`config.mk`:
```
export PLATFORM = sky130hd
export DESIGN_NAME = pwm_stim_gen_flat
export DESIGN_NICKNAME = d
export VERILOG_FILES = /design/src/rtl/pwm_stim_gen_if.sv /design/src/rtl/pwm_stim_gen.sv /design/src/flat_wrapper.sv
export SDC_FILE = /design/constraint.sdc
export NUM_CORES = 1
export LEC_CHECK = 0
export CAP_MARGIN = 20
export CORE_MARGIN = 2
export CORE_UTILIZATION = 59
export DETAILED_ROUTE_END_ITERATION = 7
export PLACE_DENSITY_LB_ADDON = 0.12
export SLEW_MARGIN = 5
export SYNTH_ARGS = -nofsm -noshare
export SYNTH_HDL_FRONTEND = slang
export SYNTH_SLANG_ARGS = --single-unit
export TNS_END_PERCENT = 20
```
`constraint.sdc`:
```
create_clock -name clk -period 6.2 [get_ports clk]
set_input_delay 1.24 -clock clk [delete_from_list [all_inputs] [get_ports clk]]
set_output_delay 1.24 -clock clk [all_outputs]
set_load 0.05 [all_outputs]
```
`src/rtl/pwm_stim_gen_if.sv`:
```
`default_nettype none
// +----------------------------------------------------------------------------+
// | pwm_stim_gen_if : configuration write bus for pwm_stim_gen                  |
// | Optional cfg_phase field exists only when STIM_PHASE_EN is defined.         |
// | Revision: 1.0                                                               |
// +----------------------------------------------------------------------------+
interface pwm_stim_gen_if #(
  parameter int N_CH    = 2,
  parameter int CNT_W   = 16,
  parameter int LVL_W   = 18,
  parameter int BURST_W = 8
);
  localparam int c_ch_w = (N_CH > 1) ? $clog2(N_CH) : 1;

  logic               cfg_valid;
  logic               cfg_ready;
  logic [c_ch_w-1:0]  cfg_ch;
  logic [CNT_W-1:0]   cfg_period;
  logic [CNT_W-1:0]   cfg_high;
  logic [LVL_W-1:0]   cfg_lvl_hi;
  logic [LVL_W-1:0]   cfg_lvl_lo;
  logic [BURST_W-1:0] cfg_burst;
`ifdef STIM_PHASE_EN
  logic [CNT_W-1:0]   cfg_phase;
`endif

  modport master (
`ifdef STIM_PHASE_EN
    output cfg_phase,
`endif
    output cfg_valid, cfg_ch, cfg_period, cfg_high, cfg_lvl_hi, cfg_lvl_lo, cfg_burst,
    input  cfg_ready
  );

  modport slave (
`ifdef STIM_PHASE_EN
    input  cfg_phase,
`endif
    input  cfg_valid, cfg_ch, cfg_period, cfg_high, cfg_lvl_hi, cfg_lvl_lo, cfg_burst,
    output cfg_ready
  );
endinterface
`default_nettype wire

```
`src/rtl/pwm_stim_gen.sv`:
```
`default_nettype none
// +----------------------------------------------------------------------------+
// | pwm_stim_gen : N-channel programmable PWM / square-wave level source        |
// | Optional macro STIM_PHASE_EN adds a per-channel start phase.                |
// | Revision: 1.0                                                               |
// +----------------------------------------------------------------------------+
module pwm_stim_gen #(
  parameter int N_CH    = 2,
  parameter int CNT_W   = 16,
  parameter int LVL_W   = 18,
  parameter int BURST_W = 8
) (
  input  logic                  clk,
  input  logic                  rst,
  input  logic                  start,
  input  logic                  stop,
  input  logic                  en,
  pwm_stim_gen_if.slave         cfg_if,
  output logic                  busy,
  output logic                  done,
  output logic [N_CH-1:0]       dig_out,
  output logic [N_CH*LVL_W-1:0] lvl_out,
  output logic [N_CH-1:0]       period_tick
);
  localparam int                 c_ch_w      = (N_CH > 1) ? $clog2(N_CH) : 1;
  localparam logic [CNT_W-1:0]   c_cnt_one   = CNT_W'(1);
  localparam logic [BURST_W-1:0] c_burst_one = BURST_W'(1);
  localparam logic [c_ch_w:0]    c_ch_lim    = (c_ch_w+1)'(N_CH);

  typedef enum logic [0:0] {ST_IDLE = 1'b0, ST_RUN = 1'b1} state_t;

  typedef struct packed {
    logic [CNT_W-1:0] period;
    logic [CNT_W-1:0] high;
    logic [LVL_W-1:0] lvl_hi;
    logic [LVL_W-1:0] lvl_lo;
`ifdef STIM_PHASE_EN
    logic [CNT_W-1:0] phase;
`endif
  } chan_cfg_t;

  state_t                        r_state, w_state_nxt;
  chan_cfg_t [N_CH-1:0]          r_act, r_shd, w_act_nxt, w_shd_nxt;
  logic [N_CH-1:0]               r_pend, w_pend_nxt;
  logic [N_CH-1:0][CNT_W-1:0]    r_cnt, w_cnt_nxt;
  logic [BURST_W-1:0]            r_burst, w_burst_nxt, r_bcnt, w_bcnt_nxt;
  logic [N_CH-1:0]               r_dig, w_dig_nxt;
  logic [N_CH*LVL_W-1:0]         r_lvl, w_lvl_nxt;
  logic [N_CH-1:0]               w_last, w_load;
  logic [CNT_W-1:0]              w_init;
  chan_cfg_t                     w_wr;
  logic                          w_run, w_step, w_bdone, w_ch_ok, w_accept;

  assign w_ch_ok          = {1'b0, cfg_if.cfg_ch} < c_ch_lim;
  assign cfg_if.cfg_ready = w_ch_ok ? !r_pend[cfg_if.cfg_ch] : 1'b1;
  assign w_accept         = cfg_if.cfg_valid && cfg_if.cfg_ready;
  assign busy             = (r_state == ST_RUN);
  assign dig_out          = r_dig;
  assign lvl_out          = r_lvl;

  always_comb begin
    w_state_nxt = r_state;
    w_act_nxt   = r_act;
    w_shd_nxt   = r_shd;
    w_pend_nxt  = r_pend;
    w_cnt_nxt   = r_cnt;
    w_burst_nxt = r_burst;
    w_bcnt_nxt  = r_bcnt;
    w_dig_nxt   = '0;
    w_lvl_nxt   = '0;
    w_last      = '0;
    w_load      = '0;
    w_init      = '0;
    period_tick = '0;
    done        = 1'b0;
    w_run       = (r_state == ST_RUN);
    w_step      = w_run && en;

    w_wr.period = cfg_if.cfg_period;
    w_wr.high   = cfg_if.cfg_high;
    w_wr.lvl_hi = cfg_if.cfg_lvl_hi;
    w_wr.lvl_lo = cfg_if.cfg_lvl_lo;
`ifdef STIM_PHASE_EN
    w_wr.phase  = cfg_if.cfg_phase;
`endif

    for (int k = 0; k < N_CH; k++) begin
      w_last[k]      = (r_act[k].period != '0) && (r_cnt[k] == r_act[k].period - c_cnt_one);
      period_tick[k] = w_step && w_last[k];
    end

    // Burst progress is measured on channel 0 only; stop pre-empts completion.
    w_bdone = period_tick[0] && (r_burst != '0) && (r_bcnt == r_burst - c_burst_one);
    case (r_state)
      ST_IDLE: if (start && !stop) w_state_nxt = ST_RUN;
      ST_RUN: begin
        if (stop) begin
          w_state_nxt = ST_IDLE;
        end else if (w_bdone) begin
          w_state_nxt = ST_IDLE;
          done        = 1'b1;
        end else if (period_tick[0] && (r_burst != '0)) begin
          w_bcnt_nxt = r_bcnt + c_burst_one;
        end
      end
      default: w_state_nxt = ST_IDLE;
    endcase
    if (w_state_nxt == ST_IDLE) w_bcnt_nxt = '0;

    // A zero-period channel never wraps, so it takes new shadow data on any running cycle.
    for (int k = 0; k < N_CH; k++) begin
      w_load[k] = r_pend[k] && (!w_run || (w_step && ((r_act[k].period == '0) || w_last[k])));
      if (w_load[k]) begin
        w_act_nxt[k]  = r_shd[k];
        w_pend_nxt[k] = 1'b0;
      end
    end

    if (w_accept) begin
      w_burst_nxt = cfg_if.cfg_burst;
      if (w_ch_ok) begin
        w_shd_nxt[cfg_if.cfg_ch]  = w_wr;
        w_pend_nxt[cfg_if.cfg_ch] = 1'b1;
      end
    end

    for (int k = 0; k < N_CH; k++) begin
`ifdef STIM_PHASE_EN
      w_init = (w_act_nxt[k].phase < w_act_nxt[k].period) ? w_act_nxt[k].phase : '0;
`else
      w_init = '0;
`endif
      if (w_state_nxt != ST_RUN)                             w_cnt_nxt[k] = '0;
      else if (!w_run)                                       w_cnt_nxt[k] = w_init;
      else if (w_step && w_load[k])                          w_cnt_nxt[k] = w_init;
      else if (w_step && (w_last[k] || r_act[k].period == '0)) w_cnt_nxt[k] = '0;
      else if (w_step)                                       w_cnt_nxt[k] = r_cnt[k] + c_cnt_one;

      w_dig_nxt[k] = (w_state_nxt == ST_RUN) && (w_act_nxt[k].period != '0) &&
                     (w_cnt_nxt[k] < w_act_nxt[k].high);
      w_lvl_nxt[k*LVL_W +: LVL_W] = w_dig_nxt[k] ? w_act_nxt[k].lvl_hi : w_act_nxt[k].lvl_lo;
    end
  end

  always_ff @(posedge clk or negedge rst) begin
    if (!rst) begin
      r_state <= ST_IDLE;
      r_act   <= '0;
      r_shd   <= '0;
      r_pend  <= '0;
      r_cnt   <= '0;
      r_burst <= '0;
      r_bcnt  <= '0;
      r_dig   <= '0;
      r_lvl   <= '0;
    end else begin
      r_state <= w_state_nxt;
      r_act   <= w_act_nxt;
      r_shd   <= w_shd_nxt;
      r_pend  <= w_pend_nxt;
      r_cnt   <= w_cnt_nxt;
      r_burst <= w_burst_nxt;
      r_bcnt  <= w_bcnt_nxt;
      r_dig   <= w_dig_nxt;
      r_lvl   <= w_lvl_nxt;
    end
  end
endmodule
`default_nettype wire

```
`src/flat_wrapper.sv`:
```
// flat-port wrapper written by rule: the top's interface ports become plain ports
module pwm_stim_gen_flat 
#(
  parameter int N_CH    = 2,
  parameter int CNT_W   = 16,
  parameter int LVL_W   = 18,
  parameter int BURST_W = 8
)
  (clk, rst, start, stop, en, busy, done, dig_out, lvl_out, period_tick, cfg_if_cfg_valid, cfg_if_cfg_ch, cfg_if_cfg_period, cfg_if_cfg_high, cfg_if_cfg_lvl_hi, cfg_if_cfg_lvl_lo, cfg_if_cfg_burst, cfg_if_cfg_ready);
  pwm_stim_gen_if #(.N_CH(N_CH), .CNT_W(CNT_W), .LVL_W(LVL_W), .BURST_W(BURST_W)) cfg_if_i ();
  input  logic clk;
  input  logic rst;
  input  logic start;
  input  logic stop;
  input  logic en;
  output logic busy;
  output logic done;
  output logic [N_CH-1:0] dig_out;
  output logic [N_CH*LVL_W-1:0] lvl_out;
  output logic [N_CH-1:0] period_tick;
  input wire logic [$bits(cfg_if_i.cfg_valid)-1:0] cfg_if_cfg_valid;
  input wire logic [$bits(cfg_if_i.cfg_ch)-1:0] cfg_if_cfg_ch;
  input wire logic [$bits(cfg_if_i.cfg_period)-1:0] cfg_if_cfg_period;
  input wire logic [$bits(cfg_if_i.cfg_high)-1:0] cfg_if_cfg_high;
  input wire logic [$bits(cfg_if_i.cfg_lvl_hi)-1:0] cfg_if_cfg_lvl_hi;
  input wire logic [$bits(cfg_if_i.cfg_lvl_lo)-1:0] cfg_if_cfg_lvl_lo;
  input wire logic [$bits(cfg_if_i.cfg_burst)-1:0] cfg_if_cfg_burst;
  output wire logic [$bits(cfg_if_i.cfg_ready)-1:0] cfg_if_cfg_ready;
  assign cfg_if_i.cfg_valid = cfg_if_cfg_valid;
  assign cfg_if_i.cfg_ch = cfg_if_cfg_ch;
  assign cfg_if_i.cfg_period = cfg_if_cfg_period;
  assign cfg_if_i.cfg_high = cfg_if_cfg_high;
  assign cfg_if_i.cfg_lvl_hi = cfg_if_cfg_lvl_hi;
  assign cfg_if_i.cfg_lvl_lo = cfg_if_cfg_lvl_lo;
  assign cfg_if_i.cfg_burst = cfg_if_cfg_burst;
  assign cfg_if_cfg_ready = cfg_if_i.cfg_ready;
  pwm_stim_gen #(.N_CH(N_CH), .CNT_W(CNT_W), .LVL_W(LVL_W), .BURST_W(BURST_W)) u_core (.clk(clk), .rst(rst), .start(start), .stop(stop), .en(en), .cfg_if(cfg_if_i), .busy(busy), .done(done), .dig_out(dig_out), .lvl_out(lvl_out), .period_tick(period_tick));
endmodule
```
# After elaboration in Yosys (flattened, before gate mapping)
# Cells that the tools add are included.
classes:
  n_addsub: 6
  magnitude_cmp: 4
  eq_ne: 7
  muxes: 36
  n_bitwise: 2
  n_reduce_logical: 35
op_table:
  columns: ["op", "n"]
  rows:
  - ["2-to-1 mux 68 bit", 3]
  - ["2-to-1 mux 16 bit", 10]
  - ["bitwise mux 136 bit", 1]
  - ["demux 68 bit (select 1 bit)", 1]
  - ["nonzero test 16 bit", 4]
  - ["2-to-1 mux 8 bit", 5]
  - ["2-to-1 mux 18 bit", 2]
  - ["adder 16 x 1 -> 16 bit, second input constant", 2]
  - ["== test 16 bit", 2]
  - ["logical NOT 16 bit", 2]
  - ["< comparator 16 bit", 2]
  - ["subtractor 16 x 1 -> 16 bit, second input constant", 2]
  - ["logical AND 1 bit", 20]
  - ["2-to-1 mux 1 bit", 11]
  - ["adder 8 x 1 -> 8 bit, second input constant", 1]
  - ["== test 8 bit", 1]
  - ["nonzero test 8 bit", 1]
  - ["subtractor 8 x 1 -> 8 bit, second input constant", 1]
  - ["inequality test 2 bit, second input constant", 3]
  - ["logical OR 1 bit", 4]
  - ["AND reduction 4 bit", 1]
  - ["logical NOT 1 bit", 3]
  - ["< comparator 1 x 2 -> 1 bit, second input constant", 1]
  - ["2-to-1 mux 2 bit", 1]
  - ["other kinds (6)", 6]
totals:
  ff_bits: 361
  inputBits: 83
  output_inout_bits: 43
  wordCells: 114

# Longest topological paths before layout
logic_depth:
  ltp_word: 14
  mapped_depth: 23
  ltp_nobuf: 21

# Worst setup path after synthesis
# No wires, ideal clock.
synth_timing:
  path_kind: "reg2reg"
  from: "register u_core.r_act[120] in the netlist's numbering"
  to: "register u_core.r_lvl[26], in the netlist u_core.lvl_out[26]"
  setup_ps: 125
  t_arrival_ps: 5062
  required_time_ps: 6075
  slack_ps: 1013
  path_stages_with_launch: 23
  path_buffers: 3
  synth_period_minus_slack_ps: 5187
  path_cell_list: "dfrtp_1 inv_1 ha_1 or3b_2 or3_1 a21oi_1 o311ai_0 nor4b_1 o2111a_1 o21ai_1 clkbuf_1 buf_2 mux2i_1 ha_1 a21o_1 a21oi_1 o21ai_0 o21ai_0 o211ai_1 a211oi_1 o211ai_4 buf_6 mux2_4"
synth_via:
  elab_chain_cells: 14
  elab_cells_between_ends: 20
  cone_classes: "add/sub: 1; order compare: 1; eq/ne: 1; mux: 6; reduce/logical: 11"
synth_lines:
  columns: ["element", "line_no", "text"]
  rows:
  - ["start: declaration", "pwm_stim_gen.sv:43", "chan_cfg_t [N_CH-1:0] r_act, r_shd, w_act_nxt, w_shd_nxt;"]
  - ["start signal: assignment", "pwm_stim_gen.sv:158", "r_act <= w_act_nxt;"]
  - ["subtractor 16 x 1 -> 16 bit", "pwm_stim_gen.sv:88", "w_last[k] = (r_act[k].period != '0) && (r_cnt[k] == r_act[k].period - c_cnt_one);"]
  - ["== test 16 bit", "pwm_stim_gen.sv:88", null]
  - ["logical AND 1 bit", "pwm_stim_gen.sv:88", null]
  - ["logical OR 1 bit", "pwm_stim_gen.sv:112, pwm_stim_gen.sv:136", null]
  - ["logical AND 1 bit", "pwm_stim_gen.sv:112, pwm_stim_gen.sv:136", null]
  - ["logical OR 1 bit", "pwm_stim_gen.sv:112", "w_load[k] = r_pend[k] && (!w_run || (w_step && ((r_act[k].period == '0) || w_last[k])));"]
  - ["logical AND 1 bit", "pwm_stim_gen.sv:112", null]
  - ["logical AND 1 bit", "pwm_stim_gen.sv:135", "else if (w_step && w_load[k]) w_cnt_nxt[k] = w_init;"]
  - ["2-to-1 mux 16 bit", "pwm_stim_gen.sv:135", null]
  - ["2-to-1 mux 16 bit", "pwm_stim_gen.sv:134", "else if (!w_run) w_cnt_nxt[k] = w_init;"]
  - ["2-to-1 mux 16 bit", "pwm_stim_gen.sv:133", "if (w_state_nxt != ST_RUN) w_cnt_nxt[k] = '0;"]
  - ["< comparator 16 bit", "pwm_stim_gen.sv:140", "(w_cnt_nxt[k] < w_act_nxt[k].high);"]
  - ["logical AND 1 bit", "pwm_stim_gen.sv:139", "w_dig_nxt[k] = (w_state_nxt == ST_RUN) && (w_act_nxt[k].period != '0) &&"]
  - ["2-to-1 mux 18 bit *", "pwm_stim_gen.sv:141", "w_lvl_nxt[k*LVL_W +: LVL_W] = w_dig_nxt[k] ? w_act_nxt[k].lvl_hi : w_act_nxt[k].lvl_lo;"]
  - ["net u_core.w_lvl_nxt[26]", "pwm_stim_gen.sv:48", "logic [N_CH*LVL_W-1:0] r_lvl, w_lvl_nxt;"]
  - ["end signal: assignment", "pwm_stim_gen.sv:165", "r_lvl <= w_lvl_nxt;"]
  - ["end: declaration", "pwm_stim_gen.sv:48", null]
# The timed path passes the listed nets; every way through them passes the cells marked *.
# A chain may end at the register's enable or synchronous reset.

==> qor.csv <==
stage;metric;value;unit
synth;net_count_after_synthesis;1484;
pwr;vdd_drop_max;0.000331;V
timing;rsz0062_at_grt;false;
synth;synth_top_flop_cell;sky130_fd_sc_hd__dfrtp_1;
floorplanning;core;27700;sq um
final_layout;finalInstanceArea;19400;sq um
critical_path;critPathTopFamily;compound AO/OA/AOI/OAI gates;
timing;finalHoldViolCount;0;
floorplanning;design.portCount;126;
timing;timing.final.ws_setup;0.422;ns
routing;drc;0;
global_route;via_count_of_the_first_global_routing_pass;11300;
critical_path;crit_type;reg -> reg;
floorplanning;die_height;171;um
routing;vias;10800;
floorplanning;initial_utilization;59.6;%
synth;number_of_warnings_issued_by_yosys;0;
global_route;global_route_wire_length_before_repair;59.6;mm
synth;async_reset_ff_share;100;%
placement;detailed_place_hpwl;25.4;mm
timing;period_share;93.2;%
synth;yosys-top-cells-area;sky130_fd_sc_hd__dfrtp_1, sky130_fd_sc_hd__mux2_2, sky130_fd_sc_hd__nand2_1, sky130_fd_sc_hd__ha_1, sky130_fd_sc_hd__mux4_2;
synth;syn-mean-instance-area;12.1;sq um
placement;io_buffers;125;
global_route;grt_start_max_net_pins;122;
final_layout;areaGrowthSynthToFinish;17.6;%
timing;actual_transition_at_the_worst_max_transition_pin;1.02;ns
critical_path;worst-r2r-setup-slack;0.42;ns
critical_path;crit_reg_reg_endpoint;u_core.lvl_out[29]$_DFF_PN0_;
timing;worst_slew_margin_rel;31.5;%
synth;seq_area_frac_synth;54.7;%
synth;yosys.cell_count.top_type;sky130_fd_sc_hd__dfrtp_1;
timing;fin_crit;5.78;ns
placement;globalplace.congestion;0.891;
critical_path;crit_path_max_fanout;19;
routing;drtIter0Drc;734;
critical_path;worst_setup_path_start_kind;register;
clock_network;ctsRootBufferMaster;sky130_fd_sc_hd__clkbuf_16;
hold_path;timing.hold.worst.class;reg -> reg;
clock_network;clk_pin_slew_worst_paths;0.06;ns
job;maxCapViolations;0;
routing;postRouteWirelength;36.8;mm
timing;finalSetupViolCount;0;
synth;synth.ff_latch_count;361;
routing;avgViaCountPerCell;5.71;
final_layout;layout-drive-gt1-share;21.9;%
critical_path;crit_cells;20;
critical_path;critical_r2r_launch;u_core.r_act[120]$_DFF_PN0_;
timing;achievable-frequency;173;MHz
clock_network;worst_skew_pair.late_latency;0.53;ns
clock_network;holdBufCountCts;0;
placement;placement.cell_area;18200;sq um
clock_network;number_of_buffers_added_by_the_clock_tree_synthesis_step;38;
placement;post-place-ws;-0.0475;ns
timing;maxSlewViolCount;0;
critical_path;end_kind;register;
clock_network;cts.sink_count;361;
hold_path;min_delay_path_depth;2;
critical_path;worst_ep_arrival_time;6.19;ns
hold_path;min_delay_worst_endpoint;u_core.r_act[27]$_DFF_PN0_;
synth;netlist.area_leader.share;54.7;%
timing;final.setup_skew;0.0152;ns
critical_path;reg2regPathDepth;20;
synth;syn_inst;1362;
critical_path;critical_path.slowest_cell;sky130_fd_sc_hd__or3b_2;
global_route;antenna_found_initial;2;
routing;final_antenna_net_count;0;
clock_network;cts_max_path_buffers;3;
critical_path;critPathMaxStageDelay;0.52;ns
final_layout;finish.net_count;1612;
pwr;leakage;0.00867;uW
global_route;grt-ovfl-total;0;
routing;detail_route.wl_per_cell;19.4;um
floorplanning;fp-row-count;61;
critical_path;worstPathCellList;inv_1, ha_1, or3b_2, or4_1, xor2_1, nand4_1, nor4b_1, o2111a_2, a21oi_1, nand2_1, buf_4, nor2_1, ha_1, a21o_1, a21o_1, a21oi_1, o211ai_1, a211oi_1, o211ai_4, mux2_4;
synth;netlist_area_pre_place;16500;sq um
synth;synthDominantAreaCellType;sky130_fd_sc_hd__dfrtp_1;
floorplanning;fp.dieW;171;um
hold_path;worst_min_path_start;u_core.r_act[27]$_DFF_PN0_;
run_status;run_status;complete, no violations;
critical_path;required;6.61;ns
synth;ys_top_cells_by_count;sky130_fd_sc_hd__dfrtp_1, sky130_fd_sc_hd__mux2_2, sky130_fd_sc_hd__nand2_1, sky130_fd_sc_hd__nor2_1, sky130_fd_sc_hd__inv_1;
routing;drt_pass1_iterations;5;
clock_network;maximum_level_of_the_cts_h_tree;2;
floorplanning;dieArea;29400;sq um
synth;synth-edff-count;0;
pwr;power-per-cell-area;402;nW/um^2
clock_network;cts_tree;yes;
global_route;track_usage;26.1;%
synth;post_synth_num_cell_types;66;
critical_path;critPathBufInv;2;
[power by group]
part | total [uW] | switching (uW) | internal [uW]
Sequential | 3460 | 442 | 3020
Clock | 2180 | 907 | 1270
Combinational | 2170 | 1180 | 991
[through the flow]
step	TNS (ns)	std cells	power [uW]	hold slack (ns)	util, %
detailed placement	-0.504	1827	5650	0.460	65.8
floorplan	0	1362	4920	0.441	-
finish	0	1894	7810	0.470	70.1
global route	0	1893	8240	0.491	70.1
global placement	0	1827	5570	0.451	65.8
CTS	0	1892	7870	0.475	70.1
[logic make-up (layout without fill, tap and decap cells)]
kind of cell / count (synthesis) / in the layout / share of synthesized area [%]
AOI/OAI and AO/OA: 93 / 94 / 3.94
xor gates and xnor gates: 85 / 85 / 4.50
adders and majority gates: 39 / 39 / 2.95
buffers and inverters: 103 / 255 / 2.45
DFF: 361 / 361 / 54.7
muxes: 272 / 272 / 19.6
other: 0 / 1 / 0
and+or+nand+nor: 409 / 409 / 11.9
[worst min-delay path: stages (launching register included)]
cell	delay [ns]
sky130_fd_sc_hd__dfrtp_1	0.34
sky130_fd_sc_hd__nand2_1	0.05
sky130_fd_sc_hd__nand2_1	0.05
[per-layer routing]
layer / track usage [%] / routed length, um / vias to the layer above
met2: 42.8 / 17800 / 241
met5: 0 / 13 / -
met1: 34.9 / 15800 / 5499
met4: 8.55 / 1110 / 2
met3: 5.50 / 2100 / 61
li1: - / - / 5013
[cells in the final DEF, fill, tap and decap left out, types with 4 or more instances in the layout]
cell / netlist / final
sky130_fd_sc_hd__dfrtp_1: 361 / 361
sky130_fd_sc_hd__mux2_2: 210 / 210
sky130_fd_sc_hd__nand2_1: 192 / 190
sky130_fd_sc_hd__clkdlybuf4s50_1: 0 / 124
sky130_fd_sc_hd__nor2_1: 62 / 62
sky130_fd_sc_hd__inv_1: 47 / 47
sky130_fd_sc_hd__xor2_1: 43 / 43
sky130_fd_sc_hd__xnor2_1: 42 / 42
sky130_fd_sc_hd__ha_1: 39 / 39
sky130_fd_sc_hd__clkbuf_16: 0 / 38
sky130_fd_sc_hd__mux2i_1: 36 / 36
sky130_fd_sc_hd__nand4_1: 29 / 29
sky130_fd_sc_hd__a21oi_1: 24 / 24
sky130_fd_sc_hd__nand3_1: 23 / 22
sky130_fd_sc_hd__nor4_1: 19 / 19
sky130_fd_sc_hd__o21ai_0: 19 / 19
sky130_fd_sc_hd__nor3_1: 19 / 19
sky130_fd_sc_hd__mux4_2: 17 / 17
sky130_fd_sc_hd__buf_4: 1 / 16
sky130_fd_sc_hd__a21o_1: 12 / 12
sky130_fd_sc_hd__clkbuf_1: 37 / 12
sky130_fd_sc_hd__mux2_4: 9 / 9
sky130_fd_sc_hd__nor2b_1: 8 / 8
sky130_fd_sc_hd__or4_1: 8 / 8
sky130_fd_sc_hd__or3_1: 8 / 8
sky130_fd_sc_hd__nor3b_1: 7 / 6
sky130_fd_sc_hd__or2_2: 5 / 5
sky130_fd_sc_hd__and3_1: 5 / 5
sky130_fd_sc_hd__a211oi_1: 5 / 5
sky130_fd_sc_hd__clkinv_2: 0 / 5
sky130_fd_sc_hd__and2_1: 4 / 4
sky130_fd_sc_hd__o211ai_1: 4 / 4
sky130_fd_sc_hd__a31oi_1: 4 / 4
sky130_fd_sc_hd__clkbuf_8: 0 / 4
[flip-flops by register name, summed over array words and instances (netlist names)]
signal	count
u_core.r_shd	136
u_core.busy	1
u_core.dig_out	2
u_core.r_cnt	32
u_core.lvl_out	36
u_core.r_pend	2
u_core.r_act	136
u_core.r_bcnt	8
u_core.r_burst	8
[worst max-delay path by stage]
stage / to / from
floorplan: u_core.lvl_out[26]$_DFF_PN0_ / u_core.r_act[120]$_DFF_PN0_
global placement: u_core.lvl_out[32]$_DFF_PN0_ / en
detailed placement: u_core.lvl_out[27]$_DFF_PN0_ / en
CTS: u_core.lvl_out[32]$_DFF_PN0_ / u_core.r_act[120]$_DFF_PN0_
global route: u_core.lvl_out[25]$_DFF_PN0_ / u_core.r_act[120]$_DFF_PN0_
finish: u_core.lvl_out[29]$_DFF_PN0_ / u_core.r_act[120]$_DFF_PN0_
[area by class of cell]
class / count / area, sq um
Clock inverter: 11 / 139
Inverter: 47 / 176
Timing Repair Buffer: 143 / 1420
Clock buffer: 54 / 1050
Antenna cell: 1 / 2.50
Tap cell: 378 / 473
Fill cell: 2003 / 8280
Multi-Input combinational cell: 899 / 7140
Sequential cell: 361 / 9030
[what timing repair did]
action / in CTS / in global routing
hold endpoints to repair: 0 / 0
gates resized for setup: 0 / 1
setup buffers: 0 / 0
endpoints found under the setup margin: 0 / 18
(Power assumes the default switching activity.)
